`src/rtl/l3_instr_seq.sv`:
```
// -----------------------------------------------------------------------------
// l3_instr_seq
//
// Replays a stored program of 11-bit instructions onto the exec/instr
// interface of the Lab 3 control state machine (l3_SM). Each instruction is
// presented with exec high for its opcode's hold count (3 cycles for
// load/disp, 5 for ALU ops), followed by one exec-low GAP cycle. Opcode 101
// is a NOP: exec stays low and only the GAP cycle is spent.
//
// Ports:
//   clk        system clock, rising edge
//   rst_n      asynchronous active-low reset
//   prog_we    program memory write enable (IDLE only)
//   prog_addr  program memory write address
//   prog_data  instruction word, [0:10] bit order as instr
//   prog_len   number of instructions to run, sampled on start
//   start      begin a run from address 0 (IDLE only)
//   step       single-step advance (only with L3_SEQ_STEP_EN)
//   exec       execute strobe to l3_SM
//   instr      opcode [0:2], reg_x [3:4], reg_y [5:6], imm [7:10]
//   pc         address of the instruction currently presented
//   busy       high while a run is in progress
//   done       one-cycle pulse at run completion
//
// Build option:
//   L3_SEQ_STEP_EN  adds the step port; the FSM waits in GAP after every
//                   non-final instruction until step is sampled high.
// -----------------------------------------------------------------------------
module l3_instr_seq #(
  parameter int ADDR_W     = 4,
  parameter int PROG_DEPTH = 16
) (
  input  logic              clk,
  input  logic              rst_n,
  input  logic              prog_we,
  input  logic [ADDR_W-1:0] prog_addr,
  input  logic [0:10]       prog_data,
  input  logic [ADDR_W:0]   prog_len,
  input  logic              start,
`ifdef L3_SEQ_STEP_EN
  input  logic              step,
`endif
  output logic              exec,
  output logic [0:10]       instr,
  output logic [ADDR_W-1:0] pc,
  output logic              busy,
  output logic              done
);

  typedef enum logic [1:0] {
    S_IDLE,
    S_ISSUE,
    S_GAP,
    S_DONE
  } state_t;

  localparam logic [ADDR_W:0] DEPTH_L = (ADDR_W+1)'(PROG_DEPTH);
  localparam logic [0:2]      OP_NOP  = 3'b101;

  // Remaining exec-high cycles minus one for a non-NOP opcode.
  function automatic logic [2:0] hold_last(input logic [0:2] op);
    case (op)
      3'b000, 3'b100: hold_last = 3'd2;  // load, disp: 3 cycles
      default:        hold_last = 3'd4;  // mov, sub, add, subi, addi: 5 cycles
    endcase
  endfunction

  state_t            state;
  logic [0:10]       mem [PROG_DEPTH];
  logic [ADDR_W:0]   len_q;
  logic [2:0]        hold_cnt;

  logic [ADDR_W:0]   len_clip;
  logic [ADDR_W-1:0] pc_inc;
  logic              more;
  logic              advance;
  logic [0:10]       load_word;
  logic              load_nop;
  logic              addr_ok;

  always_comb begin
    // NOTE: every always_comb output gets a default first so no path can
    // leave it unassigned and infer a latch.
    len_clip  = prog_len;
    if (prog_len > DEPTH_L) len_clip = DEPTH_L;
    pc_inc    = pc + ADDR_W'(1);
    more      = (({1'b0, pc} + (ADDR_W+1)'(1)) < len_q);
    // IDLE always starts from address 0; GAP fetches the next address.
    load_word = (state == S_IDLE) ? mem[0] : mem[pc_inc];
    load_nop  = (load_word[0:2] == OP_NOP);
    addr_ok   = ({1'b0, prog_addr} < DEPTH_L);
  end

`ifdef L3_SEQ_STEP_EN
  assign advance = step;
`else
  assign advance = 1'b1;
`endif

  // NOTE: program memory has no reset; a stored program survives rst_n so a
  // run abandoned by reset can be restarted without reloading.
  always_ff @(posedge clk) begin
    if (state == S_IDLE && prog_we && addr_ok) begin
      mem[prog_addr] <= prog_data;
    end
  end

  // NOTE: all state here is sequential, so it uses non-blocking assignments
  // only; every register sees values from before the edge.
  always_ff @(posedge clk or negedge rst_n) begin
    if (!rst_n) begin
      state    <= S_IDLE;
      exec     <= 1'b0;
      instr    <= '0;
      pc       <= '0;
      busy     <= 1'b0;
      done     <= 1'b0;
      len_q    <= '0;
      hold_cnt <= '0;
    end else begin
      done <= 1'b0;
      case (state)
        S_IDLE: begin
          // A simultaneous write wins over start.
          if (start && !prog_we) begin
            len_q <= len_clip;
            if (len_clip == '0) begin
              state <= S_DONE;
              done  <= 1'b1;
            end else begin
              pc       <= '0;
              instr    <= load_word;
              busy     <= 1'b1;
              hold_cnt <= hold_last(load_word[0:2]);
              if (load_nop) begin
                exec  <= 1'b0;
                state <= S_GAP;
              end else begin
                exec  <= 1'b1;
                state <= S_ISSUE;
              end
            end
          end
        end

        S_ISSUE: begin
          if (hold_cnt == '0) begin
            exec  <= 1'b0;
            state <= S_GAP;
          end else begin
            hold_cnt <= hold_cnt - 3'd1;
          end
        end

        S_GAP: begin
          if (!more) begin
            state <= S_DONE;
            done  <= 1'b1;
            busy  <= 1'b0;
          end else if (advance) begin
            pc       <= pc_inc;
            instr    <= load_word;
            hold_cnt <= hold_last(load_word[0:2]);
            if (load_nop) begin
              exec <= 1'b0;          // stay in GAP for one NOP cycle
            end else begin
              exec  <= 1'b1;
              state <= S_ISSUE;
            end
          end
        end

        S_DONE: begin
          state <= S_IDLE;
        end

        default: begin
          state <= S_IDLE;
          exec  <= 1'b0;
          busy  <= 1'b0;
        end
      endcase
    end
  end

endmodule

```
`config.mk`:
```
export PLATFORM = sky130hd
export DESIGN_NAME = l3_instr_seq
export DESIGN_NICKNAME = d
export VERILOG_FILES = /design/src/rtl/l3_instr_seq.sv
export SDC_FILE = /design/constraint.sdc
export NUM_CORES = 1
export LEC_CHECK = 0
export ABC_AREA = 1
export ABC_CLOCK_PERIOD_IN_PS = 2650
export BUFFER_PORTS_ARGS = -buffer_cell sky130_fd_sc_hd__buf_2
export CAP_MARGIN = 20
export CORE_MARGIN = 2
export CORE_UTILIZATION = 37
export CTS_CLUSTER_SIZE = 12
export DETAILED_ROUTE_END_ITERATION = 8
export GPL_ROUTABILITY_DRIVEN = 0
export MAX_ROUTING_LAYER = met4
export PLACE_DENSITY = 0.6
export SLEW_MARGIN = 25
export SYNTH_ARGS = -nofsm -noshare
export SYNTH_HDL_FRONTEND = slang
export SYNTH_SLANG_ARGS = --single-unit
```
`constraint.sdc`:
```
create_clock -name clk -period 2.65 [get_ports clk]
set_input_delay 0.3975 -clock clk [delete_from_list [all_inputs] [get_ports clk]]
set_output_delay 0.3975 -clock clk [all_outputs]
set_load 0.02 [all_outputs]
```
# After elaboration in Yosys (flattened, before gate mapping)
# Memory sizes are Yosys's and may differ from the RTL's.
# Cells that the tools add are included.
totals:
  register_bits: 28
  ram_bits: 176
  input_bits: 24
  elab_cells: 81
  mem_count: 1
classes:
  n_addsub: 3
  magnitude_cmp: 2
  n_eq_ne: 12
  mux: 39
  n_reduce_logical: 16
memory_table:
  columns: ["memory", "depth", "width", "rd", "rd_ports_with_merged_regs", "write_ports", "line_no", "source"]
  rows:
  - ["mem", 16, 11, 2, 0, 1, "69", "logic [0:10] mem [PROG_DEPTH];"]
ops:
  columns: ["cell", "n"]
  rows:
  - ["11-bit 2-to-1 mux", 4]
  - ["11-bit case mux with 2 select lines", 1]
  - ["3-bit 2-to-1 mux", 5]
  - ["1-bit 2-to-1 mux", 13]
  - ["2-bit 2-to-1 mux", 6]
  - ["4-bit 2-to-1 mux", 3]
  - ["2-bit != test (second input constant)", 5]
  - ["5-bit AND reduction", 2]
  - ["3-bit case mux with 3 select lines", 1]
  - ["2-bit case mux with 4 select lines", 1]
  - ["4-bit case mux with 2 select lines", 1]
  - ["4-bit AND reduction", 2]
  - ["3-bit == test (second input constant)", 2]
  - ["3-bit logical NOT", 2]
  - ["4-bit by 1-bit adder with 5-bit output (second input constant)", 1]
  - ["5-bit > comparator (second input constant)", 1]
  - ["5-bit logical NOT", 1]
  - ["5-bit less-than comparator", 1]
  - ["5-bit 2-to-1 mux", 1]
  - ["4-bit by 1-bit adder with 4-bit output (second input constant)", 1]
  - ["2-bit == test (second input constant)", 2]
  - ["1-bit case mux with 2 select lines", 2]
  - ["3-bit != test (second input constant)", 1]
  - ["1-bit case mux with 3 select lines", 1]
  - ["other kinds (11)", 12]

# Logic depth before layout (Yosys ltp)
# Gate-level depths: netlist of the first run.
# An unclocked memory read counts as a cell.
logic_depth:
  ltp_word: 9
  mapped_depth: 15
  mapped_depth_nobuf: 15

# Least setup slack after synthesis of the first run
# OpenSTA, ideal clock, no wires.
synth_path:
  kind: "reg2reg"
  startpoint: "reg pc[0]"
  endpoint: "reg instr[10] in the netlist's numbering"
  setup_ps: 82
  arrival_ps: 2432
  required_time_ps: 2568
  path_slack_ps: 136
  stages_incl_launch_ff: 15
  path_buffers: 3
  synth_period_minus_slack_ps: 2514
  cell_sequence: "dfrtp_1 ha_1 nor2_1 nor2_4 buf_4 buf_4 ha_1 a21oi_1 o211ai_1 nand2_2 nand2_1 nor2_2 buf_4 nor2_1 a31oi_1"
synth_between:
  elab_chain_len: 6
  word_cells_on_any_way: 11
  cone_classes: "2 x add/sub; 1 x order compare; 1 x eq/ne; 5 x mux; 1 x reduce/logical; 1 x memory"
synth_lines:
  columns: ["element", "line_no", "source"]
  rows:
  - ["from (decl)", "45", "output logic [ADDR_W-1:0] pc,"]
  - ["from (signal assigned)", "161", "pc <= pc_inc;"]
  - ["4-bit by 1-bit adder with 4-bit output", "86", "pc_inc = pc + ADDR_W'(1);"]
  - ["memory 16 x 11 bit", null, null]
  - ["11-bit 2-to-1 mux", "89", "load_word = (state == S_IDLE) ? mem[0] : mem[pc_inc];"]
  - ["11-bit 2-to-1 mux", "127", "if (len_clip == '0) begin"]
  - ["11-bit 2-to-1 mux", "125", "if (start && !prog_we) begin"]
  - ["11-bit case mux with 2 select lines", "122", "case (state)"]
  - ["to (signal assigned)", "132", "instr <= load_word;"]
  - ["to (signal assigned)", "162", "instr <= load_word;"]
  - ["to (decl)", "44", "output logic [0:10] instr,"]
# Several ways; a longest one is shown, not always the timed one. The select of a mux whose other input is x is not followed.
# A chain may end at the register's enable or synchronous reset.

# Worst setup path after layout of the first run
layout_path:
  startpoint: "reg pc[0]"
  endpoint: "reg hold_cnt[1]"
layout_between:
  elab_chain_len: 9
  word_cells_on_any_way: 15
  cone_classes: "2 x add/sub; 1 x order compare; 2 x eq/ne; 6 x mux; 3 x reduce/logical; 1 x memory"
layout_lines:
  columns: ["element", "line_no", "source"]
  rows:
  - ["4-bit by 1-bit adder with 4-bit output", "86", null]
  - ["memory 16 x 11 bit", null, null]
  - ["11-bit 2-to-1 mux", "89", null]
  - ["3-bit == test or 3-bit logical NOT (tied branches)", "62", "case (op)"]
  - ["2-bit OR reduction", "62", null]
  - ["3-bit 2-to-1 mux", "62", null]
  - ["3-bit 2-to-1 mux", "127", null]
  - ["3-bit 2-to-1 mux", "125", null]
  - ["3-bit case mux with 3 select lines", "122", null]
  - ["to (signal assigned)", "134", "hold_cnt <= hold_last(load_word[0:2]);"]
  - ["to (signal assigned)", "151", "hold_cnt <= hold_cnt - 3'd1;"]
  - ["to (signal assigned)", "163", "hold_cnt <= hold_last(load_word[0:2]);"]
  - ["to (decl)", "71", "logic [2:0] hold_cnt;"]
# Several ways; a longest one is shown, not always the timed one. The select of a mux whose other input is x is not followed.

==> results.py, run 1 <==
metrics = {
    "route": {
        "wl_per_cell_um": 18.81,
        "dr_total_vias": 5737,
        "ant_nets": 0,
        "wl_um": 20580,
        "drc": 0,
        "vias_per_cell": 5.244,
        "dr.pass1.iters": 5,
        "drtIter0Drc": 406,
    },
    "sta": {
        "tns_ps": 0,
        "grt_setup_unrepaired": "false",
        "period_minus_slack_ps": 2340,
        "timing.hold.ws_ps": 165.4,
        "finClkSkew_ps": 6.122,
        "finalHoldViolCount": 0,
        "slew_viol_final": 0,
        "timing.final.crit_share_pct": 88.29,
        "slew-limit-headroom_pct": 57.38,
        "setup_viol": 0,
        "tightest_slew_ps": 639.3,
        "fmax_mhz": 427.4,
        "fin_ws_ps": 310.3,
    },
    "yosys": {
        "ys_seq_area_share_pct": 69.87,
        "synth_cell_types": 34,
        "postSynthAreaPerCell_um2": 11.80,
        "synthCells": 726,
        "synth.ff_latch_count": 204,
        "ys_warn_count": 0,
        "syn_area_mm2": 0.008567,
        "syn_nets": 757,
    },
    "pwr": {
        "power_density_mw_per_mm2": 970.9,
        "ir_drop_uv": 317.5,
        "p_leak_uw": 0.003751,
    },
    "grt": {
        "antenna_found_initial": 0,
        "grt_overflow": 0,
        "grt_max_degree": 50,
        "grt_pass1_wl_um": 31730,
        "grt.total_usage_pct": 17.43,
        "grt_pass1_vias": 5498,
    },
    "die": {
        "rows": 55,
        "chipWidth_um": 156.2,
        "initial_utilization_pct": 37.72,
        "die_height_um": 156.2,
        "io_pins": 42,
        "core_mm2": 0.02271,
        "die_area_mm2": 0.02439,
    },
    "finish": {
        "final_cell_mix": "176 x edfxtp_1, 117 x nor2_1, 100 x nand2_1",
        "antenna_cells": 0,
        "syn2layout_area_growth_pct": 16.55,
        "multiInputGateArea_mm2": 0.002155,
        "layout-drive-gt1-share_pct": 15.95,
        "nFillCells": 2119,
        "regArea_mm2": 0.005987,
        "num-nets-final": 824,
        "layout_commonest_cell": "edfxtp_1",
    },
    "critical_path": {
        "rr_startpoint": "pc[0]",
        "cp_slowest_cell": "buf_4",
        "cp-startpoint": "pc[0]",
        "critical_path.max_stage_delay_ps": 440,
        "worst-setup-path-type": "flip-flop to flip-flop",
        "crit_arrival_ps": 2720,
        "critPathLaunchType": "flip-flop",
        "required_ps": 3030,
        "path_delay_family": "buffers and inverters",
        "path_depth": 15,
        "reg2reg_depth": 15,
        "cpMostUsedCell": "nand2_1",
        "crit_fanout": 49,
        "path_cells": "buf_4 > buf_6 > nand2_1 > nand2_1 > nand2_1 > nand3_1 > nand3_1 > nand2_1 > nand2_1 > nand2_2 > inv_1 > nand2_1 > nand2_1 > nand2_1 > nand2_1",
        "worst_setup_path_end_kind": "flip-flop",
        "cp_num_buf_inv": 3,
    },
    "min_path": {
        "min_path_type": "input port to flip-flop",
        "whs_path_depth": 3,
        "min_from": "prog_len[0]",
    },
    "clock_network": {
        "htreeDepth": 1,
        "cts_buffer_depth": 3,
        "postCtsSetupBuffers": 0,
        "cts_buffers": 23,
        "insertion_delay_ps": 490,
        "root_buffer": "clkbuf_16",
        "cts_tree": "built",
        "path_clk_slew_ps": 60,
        "clkSinkCount": 204,
    },
    "place": {
        "dp_hpwl_um": 12910,
        "pre_cts_slack_ps": 253.9,
        "port_buffers": 41,
    },
    "run_status": {
        "status": "completed",
    },
    "job": {
        "maxCapViolCount": 0,
    },
}
-- cell type report --
class | count | share of cell area, %
clock buffers | 35 | 6.817
well taps | 285 | 3.571
multi-input cells | 436 | 21.58
repair buffers | 80 | 5.426
clock inverters | 6 | 0.8145
flip-flops and latches | 204 | 59.96
inverters | 48 | 1.830
-- worst min-delay path: stages --
cell     delay, ps
buf_2           90
inv_1           60
o21ai_1         60
-- final timing paths --
path	to	slack (ps)
max in group asynchronous	pc[0]	1730
hold / removal	len_q[0]	170
hold reg to reg	hold_cnt[1]	500
setup reg to reg	hold_cnt[1]	310
min in group asynchronous	len_q[1]	470
setup / recovery	hold_cnt[1]	310
-- cell families (layout without fill, tap and decap cells) --
logic type	Yosys count	in the layout	synth area share [%]
flops	204	204	69.87
compound gates	138	138	9.844
fa+ha+maj	7	7	1.022
xor+xnor	2	2	0.2045
buf+inv	86	169	4.980
simple gates	289	289	14.08
-- metal layers --
metal	track usage (%)	part of all wire, %
met5	-	0
met1	23.83	45
met4	5.199	2.1
met3	3.028	6.5
met2	26.84	47
-- stage by stage --
step,cells,instance area (um^2),total power [uW],util (%)
floorplan,726,8567,5829,-
global placement,1052,9209,6591,40.55
detailed placement,1052,9209,6619,40.55
CTS,1094,9981,9767,43.95
global route,1094,9985,10250,43.97
finish,1094,9985,9695,43.97
-- sequential cells by signal, summed over array words and instances, names as in the netlist --
signal and flops:
hold_cnt 3, state 2, pc 4, done 1, mem 176, len_q 5, instr 11, exec 1
busy 1
-- power by group --
group	leakage (uW)	internal, uW	total, uW	switching [uW]
sequential	0.00192	3740	3860	114
combinational	0.00146	888	2700	1810
clock	0.000371	1950	3140	1190
total	0.00375	6580	9690	3110
-- Yosys cell counts --
master	n	area share, %
inv_2	3	0.13
buf_6	5	0.66
o21ai_1	2	0.12
o211ai_1	2	0.18
o221ai_1	32	3.3
nor2_1	117	5.1
a31oi_1	8	0.58
nor2_4	1	0.13
nand2_1	100	4.4
ha_1	7	1.0
buf_4	8	0.70
dfrtp_1	28	8.2
buf_8	1	0.18
xor2_1	2	0.20
a22oi_2	1	0.15
nand4_1	4	0.29
a21oi_2	1	0.10
nor2_2	1	0.073
inv_1	44	1.9
or2_2	1	0.073
buf_2	17	0.99
nand3_1	58	3.4
nand3_2	1	0.12
a21oi_1	9	0.53
clkbuf_2	1	0.058
clkbuf_1	6	0.26
nand2_2	4	0.29
o31ai_1	1	0.088
inv_4	1	0.073
o21ai_0	79	4.6
o22ai_1	3	0.22
nand4_2	1	0.15
nor3_1	1	0.058
edfxtp_1	176	62
-- what timing repair did --
| action | CTS | global route |
|---|---|---|
| setup endpoints to repair | 0 | 3 |
| hold buffers | 1 | 0 |
| hold endpoints to repair | 28 | 0 |
| gates resized for setup | 0 | 1 |
No activity file was read; power rests on OpenSTA's default activity.
==> run 2: changes to the inputs <==
--- a/config.mk
+++ b/config.mk
@@ -6,9 +6,10 @@
 export NUM_CORES = 1
 export LEC_CHECK = 0
 export ABC_AREA = 1
-export ABC_CLOCK_PERIOD_IN_PS = 2650
+export ABC_CLOCK_PERIOD_IN_PS = 2200
 export BUFFER_PORTS_ARGS = -buffer_cell sky130_fd_sc_hd__buf_2
 export CAP_MARGIN = 20
+export CORE_ASPECT_RATIO = 0.9
 export CORE_MARGIN = 2
 export CORE_UTILIZATION = 37
 export CTS_CLUSTER_SIZE = 12
==> constraint.sdc (replaced) <==
create_clock -name clk -period 2.2 [get_ports clk]
set_input_delay 0 -clock clk [delete_from_list [all_inputs] [get_ports clk]]
set_output_delay 0 -clock clk [all_outputs]
set_load 0.02 [all_outputs]
==> results.py, run 2 (synthesized netlist as in run 1, its figures left out) <==
metrics = {
    "sta": {
        "timing.final.crit_share_pct": 96.83,
        "fmax_mhz": 469.4,
        "slew-limit-headroom_pct": 57.01,
        "finClkSkew_ps": 16.79,
        "finalHoldViolCount": 0,
        "timing.hold.ws_ps": 31.45,
        "tns_ps": 0,
        "period_minus_slack_ps": 2130,
        "fin_ws_ps": 69.76,
        "tightest_slew_ps": 644.8,
        "setup_viol": 0,
        "grt_setup_unrepaired": "true",
        "slew_viol_final": 0,
    },
    "die": {
        "die_height_um": 148.4,
        "core_mm2": 0.02264,
        "initial_utilization_pct": 37.84,
        "die_area_mm2": 0.02439,
        "io_pins": 42,
        "chipWidth_um": 164.4,
        "rows": 52,
    },
    "min_path": {
        "min_path_type": "input port to flip-flop",
    },
    "route": {
        "drc": 0,
        "wl_per_cell_um": 18.18,
        "dr_total_vias": 5803,
        "met2_length_um": 9381,
        "ant_nets": 0,
        "wl_um": 20460,
        "highest_layer": "met4",
        "vias_per_cell": 5.158,
        "wl_met3_um": 1215,
        "wl_met1_um": 9419,
        "drtIter0Drc": 598,
        "dr.pass1.iters": 5,
    },
    "clock_network": {
        "cts_buffers": 22,
        "cts_tree": "built",
        "clkSinkCount": 204,
        "root_buffer": "clkbuf_16",
        "cts_buffer_depth": 3,
        "htreeDepth": 1,
        "insertion_delay_ps": 510,
        "postCtsSetupBuffers": 0,
        "path_clk_slew_ps": 60,
    },
    "finish": {
        "reg.largest.list": "mem: 176 flops, instr: 11 flops, len_q: 5 flops",
        "final_cell_mix": "176 x edfxtp_1, 115 x nor2_1, 96 x nand2_1",
        "multiInputGateArea_mm2": 0.002221,
        "regMostFlops": "mem",
        "num-nets-final": 847,
        "antenna_cells": 0,
        "syn2layout_area_growth_pct": 19.63,
        "layout-drive-gt1-share_pct": 16.55,
        "regArea_mm2": 0.005988,
        "layout_commonest_cell": "edfxtp_1",
        "nFillCells": 2100,
        "largest_reg_flops": 176,
    },
    "grt": {
        "grt_pass1_vias": 5642,
        "grt_overflow": 0,
        "grt_pass1_wl_um": 31810,
        "antenna_found_initial": 0,
        "grt.total_usage_pct": 17.42,
        "grt_max_degree": 89,
    },
    "critical_path": {
        "critPathLaunchType": "flip-flop",
        "crit_fanout": 11,
        "required_ps": 2580,
        "worst_setup_path_end_kind": "flip-flop",
        "crit_arrival_ps": 2510,
        "worst-setup-path-type": "flip-flop to flip-flop",
    },
    "run_status": {
        "status": "completed",
    },
    "pwr": {
        "p_leak_uw": 0.003836,
        "ir_drop_uv": 719.3,
        "power_density_mw_per_mm2": 1127,
    },
    "place": {
        "dp_hpwl_um": 12780,
        "port_buffers": 41,
        "pre_cts_slack_ps": 34.62,
    },
    "job": {
        "maxCapViolCount": 0,
    },
}
run 2: per-layer routing:
layer	track usage [%]	vias up
met5	-	-
met4	4.522	0
met3	2.342	32
met2	26.65	179
met1	24.69	2814
li1	-	2778
run 2: final cells by class:
type,instances,share of cell area (%)
clock buffers,31,5.799
clock inverters,5,0.5616
inverters,48,1.782
multi-input cells,436,21.67
flip-flops and latches,204,58.43
well taps,297,3.626
repair buffers,104,8.131
run 2: final timing paths:
kind	startpoint	end	slack (ps)	cells after the start
worst max-delay path	pc[0]	hold_cnt[1]	70	16
worst min-delay path	prog_we	len_q[3]	30	5
worst max register to register	pc[0]	hold_cnt[1]	70	16
worst min register to register	instr[1]	instr[1]	490	2
max in group asynchronous	rst_n	pc[0]	1680	2
min in group asynchronous	rst_n	len_q[1]	60	2
run 2: report_power, final:
part | leakage (uW) | switching [uW] | internal (uW)
sequential | 0.00192 | 139 | 4510
combinational | 0.00160 | 2240 | 1270
clock | 0.000313 | 1410 | 1990
run 2: critical path, cell delays in order, from the launching register on:
cell and delay [ps]:
dfrtp_2 450, ha_4 190, nand2_4 60, inv_2 40, nor2_4 140, buf_8 170, inv_2 120, nand3_1 90
nand3_1 130, nand2_1 110, nand2_1 60, nand2_2 110, inv_1 70, nand2_1 60, nand2_1 90, nand2_1 70
nand2_1 50
run 2: through the flow:
step	std cells	power [uW]	cell area [um^2]	utilization, %
after floorplan	726	7085	8627	-
after global placement	1069	8101	9341	41.26
after detailed placement	1069	8132	9341	41.26
after CTS	1124	11540	10180	44.98
after global routing	1125	12210	10250	45.26
final	1125	11550	10250	45.26
run 2: what timing repair did:
action	in CTS	in global routing
gates resized for setup	0	10
setup endpoints to repair	0	21
hold buffers	19	0
endpoints found under the hold margin	213	0
